<file path="src/rtl/tuple_in_ctrl_if.sv">
// Stream-side and engine-side signals of the tuple input controller.
// The slave modport is the controller's view; master is the surrounding environment.
interface tuple_in_ctrl_if #(
   parameter int TUPLE_W = 128,
   parameter int CNT_W   = 16
);
   logic               tctl_avalid;
   logic               tctl_aready;
   logic [TUPLE_W-1:0] tctl_atuser;
   logic               tctl_atlast;
   logic               tctl_sof;
   logic               tctl_stall;
   logic               tctl_tvalid;
   logic [TUPLE_W-1:0] tctl_tdata;
   logic               tctl_tready;
   logic [CNT_W-1:0]   tctl_pkt_cnt;
   logic [CNT_W-1:0]   tctl_drop_cnt;

   modport slave (
      input  tctl_avalid, tctl_aready, tctl_atuser, tctl_atlast, tctl_tready,
      output tctl_sof, tctl_stall, tctl_tvalid, tctl_tdata, tctl_pkt_cnt, tctl_drop_cnt
   );

   modport master (
      output tctl_avalid, tctl_aready, tctl_atuser, tctl_atlast, tctl_tready,
      input  tctl_sof, tctl_stall, tctl_tvalid, tctl_tdata, tctl_pkt_cnt, tctl_drop_cnt
   );
endinterface

</file>
<file path="src/rtl/tuple_in_ctrl.sv">
// Captures tuser on the first accepted beat of each packet and queues it in a
// small first-word-fall-through FIFO that feeds the engine tuple port.
//
// state  | meaning
// IDLE   | waiting for the first beat of a packet (next beat is SOF)
// IN_PKT | inside a packet, waiting for the tlast beat
module tuple_in_ctrl #(
   parameter int TUPLE_W = 128,
   parameter int DEPTH   = 4,
   parameter int CNT_W   = 16
) (
   input  logic tctl_aclk,
   input  logic tctl_arst,
   tuple_in_ctrl_if.slave bus
);
   localparam int PTR_W = $clog2(DEPTH);
   localparam logic [PTR_W:0]   OCC_FULL = (PTR_W+1)'(DEPTH);
   localparam logic [PTR_W:0]   OCC_ONE  = (PTR_W+1)'(1);
   localparam logic [PTR_W-1:0] PTR_ONE  = PTR_W'(1);
   localparam logic [CNT_W-1:0] CNT_ONE  = CNT_W'(1);
   localparam logic [CNT_W-1:0] CNT_MAX  = '1;

   typedef enum logic {IDLE = 1'b0, IN_PKT = 1'b1} state_t;

   state_t             state_q, state_d;
   logic [TUPLE_W-1:0] mem_q [DEPTH];
   logic [TUPLE_W-1:0] mem_d [DEPTH];
   logic [PTR_W-1:0]   wr_ptr_q, wr_ptr_d;
   logic [PTR_W-1:0]   rd_ptr_q, rd_ptr_d;
   logic [PTR_W:0]     occ_q, occ_d;
   logic               tvalid_q, tvalid_d;
   logic               stall_q, stall_d;
   logic [TUPLE_W-1:0] tdata_q, tdata_d;
   logic [CNT_W-1:0]   pkt_cnt_q, pkt_cnt_d;
   logic [CNT_W-1:0]   drop_cnt_q, drop_cnt_d;

   logic beat, push_req, pop, push_ok, drop, full;

   always_comb begin
      beat     = bus.tctl_avalid & bus.tctl_aready;
      push_req = beat & (state_q == IDLE);
      pop      = tvalid_q & bus.tctl_tready;
      full     = (occ_q == OCC_FULL);
      // A pop in the same cycle frees the slot a full FIFO would otherwise lack.
      push_ok  = push_req & (~full | pop);
      drop     = push_req & full & ~pop;

      state_d = state_q;
      if (beat) state_d = bus.tctl_atlast ? IDLE : IN_PKT;

      mem_d = mem_q;
      if (push_ok) mem_d[wr_ptr_q] = bus.tctl_atuser;

      wr_ptr_d = push_ok ? wr_ptr_q + PTR_ONE : wr_ptr_q;
      rd_ptr_d = pop     ? rd_ptr_q + PTR_ONE : rd_ptr_q;

      occ_d = occ_q;
      case ({push_ok, pop})
         2'b10:   occ_d = occ_q + OCC_ONE;
         2'b01:   occ_d = occ_q - OCC_ONE;
         default: occ_d = occ_q;
      endcase

      tvalid_d = (occ_d != '0);
      stall_d  = (occ_d == OCC_FULL);

      // New head is the tuple being written when the FIFO drains to it this cycle.
      tdata_d = tdata_q;
      if (occ_d != '0) begin
         if (push_ok && (wr_ptr_q == rd_ptr_d)) tdata_d = bus.tctl_atuser;
         else                                  tdata_d = mem_q[rd_ptr_d];
      end

      pkt_cnt_d  = (push_ok && pkt_cnt_q  != CNT_MAX) ? pkt_cnt_q  + CNT_ONE : pkt_cnt_q;
      drop_cnt_d = (drop    && drop_cnt_q != CNT_MAX) ? drop_cnt_q + CNT_ONE : drop_cnt_q;
   end

   always_ff @(posedge tctl_aclk) begin
      if (tctl_arst) begin
         state_q    <= IDLE;
         for (int i = 0; i < DEPTH; i++) mem_q[i] <= '0;
         wr_ptr_q   <= '0;
         rd_ptr_q   <= '0;
         occ_q      <= '0;
         tvalid_q   <= 1'b0;
         stall_q    <= 1'b0;
         tdata_q    <= '0;
         pkt_cnt_q  <= '0;
         drop_cnt_q <= '0;
      end else begin
         state_q    <= state_d;
         mem_q      <= mem_d;
         wr_ptr_q   <= wr_ptr_d;
         rd_ptr_q   <= rd_ptr_d;
         occ_q      <= occ_d;
         tvalid_q   <= tvalid_d;
         stall_q    <= stall_d;
         tdata_q    <= tdata_d;
         pkt_cnt_q  <= pkt_cnt_d;
         drop_cnt_q <= drop_cnt_d;
      end
   end

   assign bus.tctl_sof      = bus.tctl_avalid & (state_q == IDLE);
   assign bus.tctl_stall    = stall_q;
   assign bus.tctl_tvalid   = tvalid_q;
   assign bus.tctl_tdata    = tdata_q;
   assign bus.tctl_pkt_cnt  = pkt_cnt_q;
   assign bus.tctl_drop_cnt = drop_cnt_q;
endmodule
</file>
<file path="src/flat_wrapper.sv">
// flat-port wrapper written by rule: the top's interface ports become plain ports
module tuple_in_ctrl_flat 
#(
   parameter int TUPLE_W = 128,
   parameter int DEPTH   = 4,
   parameter int CNT_W   = 16
)
  (tctl_aclk, tctl_arst, bus_tctl_avalid, bus_tctl_aready, bus_tctl_atuser, bus_tctl_atlast, bus_tctl_tready, bus_tctl_sof, bus_tctl_stall, bus_tctl_tvalid, bus_tctl_tdata, bus_tctl_pkt_cnt, bus_tctl_drop_cnt);
  tuple_in_ctrl_if #(.TUPLE_W(TUPLE_W), .CNT_W(CNT_W)) bus_i ();
  input  logic tctl_aclk;
  input  logic tctl_arst;
  input wire logic [$bits(bus_i.tctl_avalid)-1:0] bus_tctl_avalid;
  input wire logic [$bits(bus_i.tctl_aready)-1:0] bus_tctl_aready;
  input wire logic [$bits(bus_i.tctl_atuser)-1:0] bus_tctl_atuser;
  input wire logic [$bits(bus_i.tctl_atlast)-1:0] bus_tctl_atlast;
  input wire logic [$bits(bus_i.tctl_tready)-1:0] bus_tctl_tready;
  output wire logic [$bits(bus_i.tctl_sof)-1:0] bus_tctl_sof;
  output wire logic [$bits(bus_i.tctl_stall)-1:0] bus_tctl_stall;
  output wire logic [$bits(bus_i.tctl_tvalid)-1:0] bus_tctl_tvalid;
  output wire logic [$bits(bus_i.tctl_tdata)-1:0] bus_tctl_tdata;
  output wire logic [$bits(bus_i.tctl_pkt_cnt)-1:0] bus_tctl_pkt_cnt;
  output wire logic [$bits(bus_i.tctl_drop_cnt)-1:0] bus_tctl_drop_cnt;
  assign bus_i.tctl_avalid = bus_tctl_avalid;
  assign bus_i.tctl_aready = bus_tctl_aready;
  assign bus_i.tctl_atuser = bus_tctl_atuser;
  assign bus_i.tctl_atlast = bus_tctl_atlast;
  assign bus_i.tctl_tready = bus_tctl_tready;
  assign bus_tctl_sof = bus_i.tctl_sof;
  assign bus_tctl_stall = bus_i.tctl_stall;
  assign bus_tctl_tvalid = bus_i.tctl_tvalid;
  assign bus_tctl_tdata = bus_i.tctl_tdata;
  assign bus_tctl_pkt_cnt = bus_i.tctl_pkt_cnt;
  assign bus_tctl_drop_cnt = bus_i.tctl_drop_cnt;
  tuple_in_ctrl #(.TUPLE_W(TUPLE_W), .DEPTH(DEPTH), .CNT_W(CNT_W)) u_core (.tctl_aclk(tctl_aclk), .tctl_arst(tctl_arst), .bus(bus_i));
endmodule
</file>
<file path="config.mk">
export PLATFORM = sky130hd
export DESIGN_NAME = tuple_in_ctrl_flat
export DESIGN_NICKNAME = d
export VERILOG_FILES = /design/src/rtl/tuple_in_ctrl_if.sv /design/src/rtl/tuple_in_ctrl.sv /design/src/flat_wrapper.sv
export SDC_FILE = /design/constraint.sdc
export NUM_CORES = 2
export LEC_CHECK = 0
export CELL_PAD_IN_SITES_DETAIL_PLACEMENT = 2
export CELL_PAD_IN_SITES_GLOBAL_PLACEMENT = 2
export CORE_ASPECT_RATIO = 1.1
export CORE_MARGIN = 2
export CORE_UTILIZATION = 30
export CTS_BUF_LIST = sky130_fd_sc_hd__clkbuf_8 sky130_fd_sc_hd__clkbuf_16
export DETAILED_ROUTE_END_ITERATION = 16
export DONT_BUFFER_PORTS = 1
export PLACE_DENSITY_LB_ADDON = 0.12
export RECOVER_POWER = 25
export SYNTH_ARGS = -nofsm -noshare
export SYNTH_HDL_FRONTEND = slang
export SYNTH_SLANG_ARGS = --single-unit
</file>
<file path="constraint.sdc">
create_clock -name tctl_aclk -period 3.9 [get_ports tctl_aclk]
set_clock_uncertainty 0.05 [all_clocks]
set_input_delay 0.78 -clock tctl_aclk [delete_from_list [all_inputs] [get_ports tctl_aclk]]
set_output_delay 0.78 -clock tctl_aclk [all_outputs]
set_load 0.01 [all_outputs]
</file>
Yosys cells after proc, flatten, opt, wreduce, memory -nomap -nowiden
Index checks and enable logic that the tools add are counted.
Storage, ports and cells
  register bits: 682
  input port bits: 134
  output and inout port bits: 163
Cells by class
  add/subtract/negate cells: 6
  magnitude comparators: 3
  equal/unequal tests: 7
  mux-type cells: 10
  bitwise operators: 13
  reduce and logical (&&, ||, !) cells: 5
Operators with widths (count)
  512-bit bitwise mux: 1
  128-bit two-way mux: 4
  128-bit binary-select mux with 2-bit select: 1
  128-bit demux with 2-bit select: 1
  16-bit by 1-bit adder with 16-bit output, second input constant: 2
  16-bit inequality test, second input constant: 2
  1-bit bitwise AND: 7
  3-bit == test, second input constant: 2
  3-bit greater-or-equal comparator, second input constant: 2
  2-bit NOT with 3-bit output: 2
  3-bit one-hot mux with 2 select lines: 1
  2-bit by 1-bit adder with 2-bit output, second input constant: 2
  1-bit logical AND: 4
  3-bit by 1-bit adder with 3-bit output, second input constant: 1
  3-bit by 1-bit less-than comparator with 1-bit output, second input constant: 1
  1-bit NOT: 3
  3-bit nonzero test: 1
  3-bit by 1-bit subtractor with 3-bit output, second input constant: 1
  2-bit by 1-bit == test with 1-bit output, second input constant: 1
  2-bit == test: 1
  2-bit == test, second input constant: 1
  2-bit two-way mux: 1
  1-bit two-way mux: 1
  1-bit OR: 1

Longest topological paths before layout
  word-level depth: 7
  mapped depth: 14
  depth with buffers taken out: 10

Worst setup path after synthesis
Ideal clock, no wire load.
  path kind: input port to flip-flop
  from: in bus_tctl_avalid
  to: reg u_core.tdata_q[68] (netlist: u_core.bus.tctl_tdata[68])
  library setup time: 0.060 ns
  data arrival time: 3.443 ns
  required time: 3.790 ns
  path slack: 0.347 ns
  stages on the path: 14
  path through: nand3b_1 -> a31oi_4 -> buf_6 -> buf_2 -> inv_1 -> ha_1 -> fa_1 -> xnor2_1 -> nor2_1 -> xnor2_1 -> o21ba_2 -> clkbuf_1 -> clkbuf_1 -> a22o_1
Between the ends
  cells in the longest elaborated chain, start to end: 6
  elaborated cells on any way between the ends: 9
  those cells by class: eq/ne (2); mux (2); bitwise (3); reduce/logical (2)
Ends and longest elaborated chain
  start, declared: line flat_wrapper.sv:12  | input wire logic [$bits(bus_i.tctl_avalid)-1:0] bus_tctl_avalid;
  1-bit bitwise AND (*): line tuple_in_ctrl.sv:40  | beat = bus.tctl_avalid & bus.tctl_aready;
  1-bit bitwise AND (*): line tuple_in_ctrl.sv:41  | push_req = beat & (state_q == IDLE);
  1-bit bitwise AND (*): line tuple_in_ctrl.sv:45  | push_ok = push_req & (~full | pop);
  2-bit by 1-bit == test with 1-bit output / 2-bit == test (equally long branches): line tuple_in_ctrl.sv:58  | case ({push_ok, pop})
  3-bit one-hot mux with 2 select lines: line tuple_in_ctrl.sv:58
  3-bit nonzero test: line tuple_in_ctrl.sv:69  | if (occ_d != '0) begin
  end signal, assigned: line tuple_in_ctrl.sv:98  | tdata_q <= tdata_d;
  end, declared: line tuple_in_ctrl.sv:33  | logic [TUPLE_W-1:0] tdata_q, tdata_d;
Every way passes the cells marked *; elsewhere a longest branch is shown, timed or not.
A chain may end at the register's enable or synchronous reset.

Final worst setup path
  from: reg u_core.tvalid_q (netlist: u_core.bus.tctl_tvalid)
  to: reg u_core.mem_q[64] (netlist name)
Between the ends
  cells in the longest elaborated chain, start to end: 3
Ends and longest elaborated chain
  start, declared: line tuple_in_ctrl.sv:31  | logic tvalid_q, tvalid_d;
  start signal, assigned: line tuple_in_ctrl.sv:96  | tvalid_q <= tvalid_d;
  1-bit bitwise AND: line tuple_in_ctrl.sv:42  | pop = tvalid_q & bus.tctl_tready;
  1-bit OR: line tuple_in_ctrl.sv:45
  1-bit bitwise AND: line tuple_in_ctrl.sv:45
  end signal, assigned: line tuple_in_ctrl.sv:92  | mem_q <= mem_d;
  end, declared: line tuple_in_ctrl.sv:26  | logic [TUPLE_W-1:0] mem_q [DEPTH];
No other way between the ends.

==> impl_metrics.tcl <==
set metrics [dict create \
    cts.reportedPaths.clkPinSlew_ps 60 \
    rows 121 \
    cts_buffer_depth 3 \
    multiInputGateArea_sq_um 14600 \
    finalNetCount 3606 \
    critPathLaunch "u_core.bus.tctl_tvalid$_SDFF_PP0_" \
    coreArea_sq_um 98700 \
    via_per_inst 6.04 \
    drcViolationCount 0 \
    ys_warn_count 0 \
    synth_cell_types 48 \
    yosys.area.top_type_share 0.459 \
    globalplace.congestion 0.740 \
    async_flop_share 0 \
    relSlewSlack -0.812 \
    synthTopCellsByArea "dfxtp_1 (46%), nand2_1 (13%), a21oi_1 (11%), a221o_1 (8.6%), a22o_1 (3.8%)" \
    synth_nets 3808 \
    fillers 11100 \
    endpoint_kind "flop" \
    post-route-util 0.340 \
    synth_xor_area_frac 0.00925 \
    area_growth_pct 12.9 \
    crit_chain "nand2_1 > a31oi_4 > buf_12 > nand2_1 > clkbuf_2 > nand2_1 > a21oi_1" \
    die_area_sq_um 102000 \
    die_width_um 304 \
    tritoncts "done" \
    cp-start-kind "flop" \
    portBuffers 0 \
    max_cap_violations 1 \
    firstDrtPassIters 5 \
    drive_gt1_frac 0.0609 \
    worstPathArrival_ps 3980 \
    muxShareOfSynthArea 0.00206 \
    synth_edf_count 0 \
    p_leak_nw 11.0 \
    whs_ps 176 \
    syn-instance-count 3666 \
    synth_compound_area_frac 0.299 \
    initial_core_util 0.301 \
    synth_ff_type "dfxtp_1" \
    ir_drop_uv 552 \
    wl_per_cell_um 27.9 \
    n_antenna_cell 0 \
    slowest_stage "clkbuf_2" \
    rsz0062_at_grt "false" \
    grt_antenna_before_repair 1 \
    register_area_sq_um 13700 \
    setup_tns_ps 0 \
    cts_max_level 3 \
    worstSetupPathType "flop to flop" \
    postSynthAreaPerCell_sq_um 8.12 \
    critPathMaxFanout 109 \
    worst_pin_slew_ps 2720 \
    fin_crit_sh 0.926 \
    yosysTopAreaCell "dfxtp_1" \
    synth_top_family_by_area "compound AO/OA/AOI/OAI gates" \
    ioPinCount 297 \
    numCtsBuffers 82 \
    min_from "tctl_arst" \
    crit-reg2reg-launch "u_core.bus.tctl_tvalid$_SDFF_PP0_" \
    power_per_cell_area_nw_per_um2 557 \
    post_cts_resized 0 \
    ys_seq_area_frac 0.459 \
    post_cts_buffers 0 \
    clock-sinks 682 \
    root_buffer "clkbuf_16" \
    die_h_um 334 \
    cp_data_required_time_ps 4270 \
    vias 29100 \
    fin_crit_ps 3610 \
    grt-ovfl-total 0 \
    grt_max_degree 558 \
    grt_pass1_wl_mm 204 \
    grt_usage 0.257 \
    report.final.setup_viol 0 \
    status "finished, violations left" \
    hp-class "input port to flop" \
    synthAdderAreaFrac 0.00362 \
    grt_pass1_vias 32300 \
    ys_ff_latch 682 \
    ant_nets 0 \
    hold_viol 0 \
    fmax_mhz 277 \
    crit_path_frequent_cell "nand2_1" \
    worst_path_largest_cell_delay_ps 940 \
    synthSimpleGateAreaFrac 0.176 \
    finalMaxSlewViolations 327 \
    routed_wl_mm 135 \
    violations "max-capacitance violations, max-slew violations" \
    hold_buffers 0 \
    clkLatencyLatePin_ps 650 \
    syn-cell-area_sq_um 29800 \
    drt-initial-drc-count 1543 \
    hpwlAfterDp_mm 73.4 \
]
[sequential cells by signal, indices dropped and copies added (netlist names)]
register	flops
u_core.state_q	1
u_core.bus.tctl_stall	1
u_core.mem_q	512
u_core.bus.tctl_drop_cnt	16
u_core.bus.tctl_pkt_cnt	16
u_core.wr_ptr_q	2
u_core.rd_ptr_q	2
u_core.bus.tctl_tdata	128
u_core.bus.tctl_tvalid	1
u_core.occ_q	3
[layout by cell type (no fill, tap or decap), types with 7 or more instances in the layout]
cell type / Yosys / final
a21oi_1: 650 / 649
a221o_1: 256 / 256
a22o_1: 128 / 128
and2_1: 12 / 8
and4_1: 8 / 8
buf_12: 0 / 33
buf_4: 4 / 39
clkbuf_16: 0 / 84
clkbuf_8: 0 / 22
dfxtp_1: 682 / 681
ha_1: 7 / 7
inv_1: 5 / 33
nand2_1: 1038 / 1036
nand4_1: 137 / 137
nor2_1: 34 / 34
o21ai_0: 7 / 8
o22ai_1: 128 / 128
o31ai_1: 129 / 129
xnor2_1: 9 / 8
xor2_1: 18 / 18
[stage by stage]
stage	power [W]	setup WS [ps]	std cells	cell area [sq um]
after global placement	0.0110	333	4671	30900
after CTS	0.0189	577	4821	33600
after floorplan	0.00973	347	3666	29800
after detailed placement	0.0111	317	4671	30900
after global routing	0.0195	198	4821	33600
final	0.0187	289	4821	33600
[power by group]
group          switching [W]  total (W)  internal, W
clock                0.00326    0.00771      0.00445
sequential          0.000333    0.00756      0.00723
combinational        0.00249    0.00343     0.000947
total                0.00608     0.0187       0.0126
[final cells by class]
| class | instances | area share |
|---|---|---|
| tap | 1291 | 0.0481 |
| timing repair buffer | 75 | 0.0289 |
| clock inverter | 44 | 0.00834 |
| sequential | 682 | 0.407 |
| multi-input combinational | 2617 | 0.436 |
| clock buffer | 106 | 0.0716 |
| inverter | 6 | 0.000819 |
[logic make-up after synthesis]
group | Yosys count
AOI/OAI and AO/OA | 1314
and+or+nand+nor | 1260
DFF | 682
buffers and inverters | 367
xor gates and xnor gates | 29
adders and majority gates | 8
muxes | 6
[worst max-delay path: cells and delay by family (launching register included)]
kind            cells  cell delay (ps)
compound gates      2              360
buf+inv             2             1510
simple gates        3              830
flops               1              510
[cells in the mapped netlist, types with 6 or more instances]
master,n
nor2_1,34
o21ai_0,7
and2_1,12
a22o_1,128
dfxtp_1,682
xnor2_1,9
nand4_1,137
o22ai_1,128
clkbuf_1,214
xor2_1,18
buf_2,110
nand3_1,6
a21oi_1,650
ha_1,7
a221o_1,256
nand2_1,1038
and4_1,8
o31ai_1,129
buf_1,32
[layer usage]
metal,vias to the layer above,track usage,part of all wire
met5,-,0,0.000097
met4,2,0.0819,0.024
met3,204,0.0584,0.056
met2,640,0.470,0.51
met1,15300,0.296,0.41
li1,13000,-,-
[worst paths after layout]
kind | slack, ps | endpoint | cells after the start
worst max register to register | 290 | u_core.mem_q[64]$_SDFFE_PP0P_ | 7
worst min-delay path | 180 | u_core.state_q$_SDFFE_PP0N_ | 1
worst min register to register | 400 | u_core.mem_q[31]$_SDFFE_PP0P_ | 2
worst max-delay path | 290 | u_core.mem_q[64]$_SDFFE_PP0P_ | 7
Power figures use the tool's default switching activity.
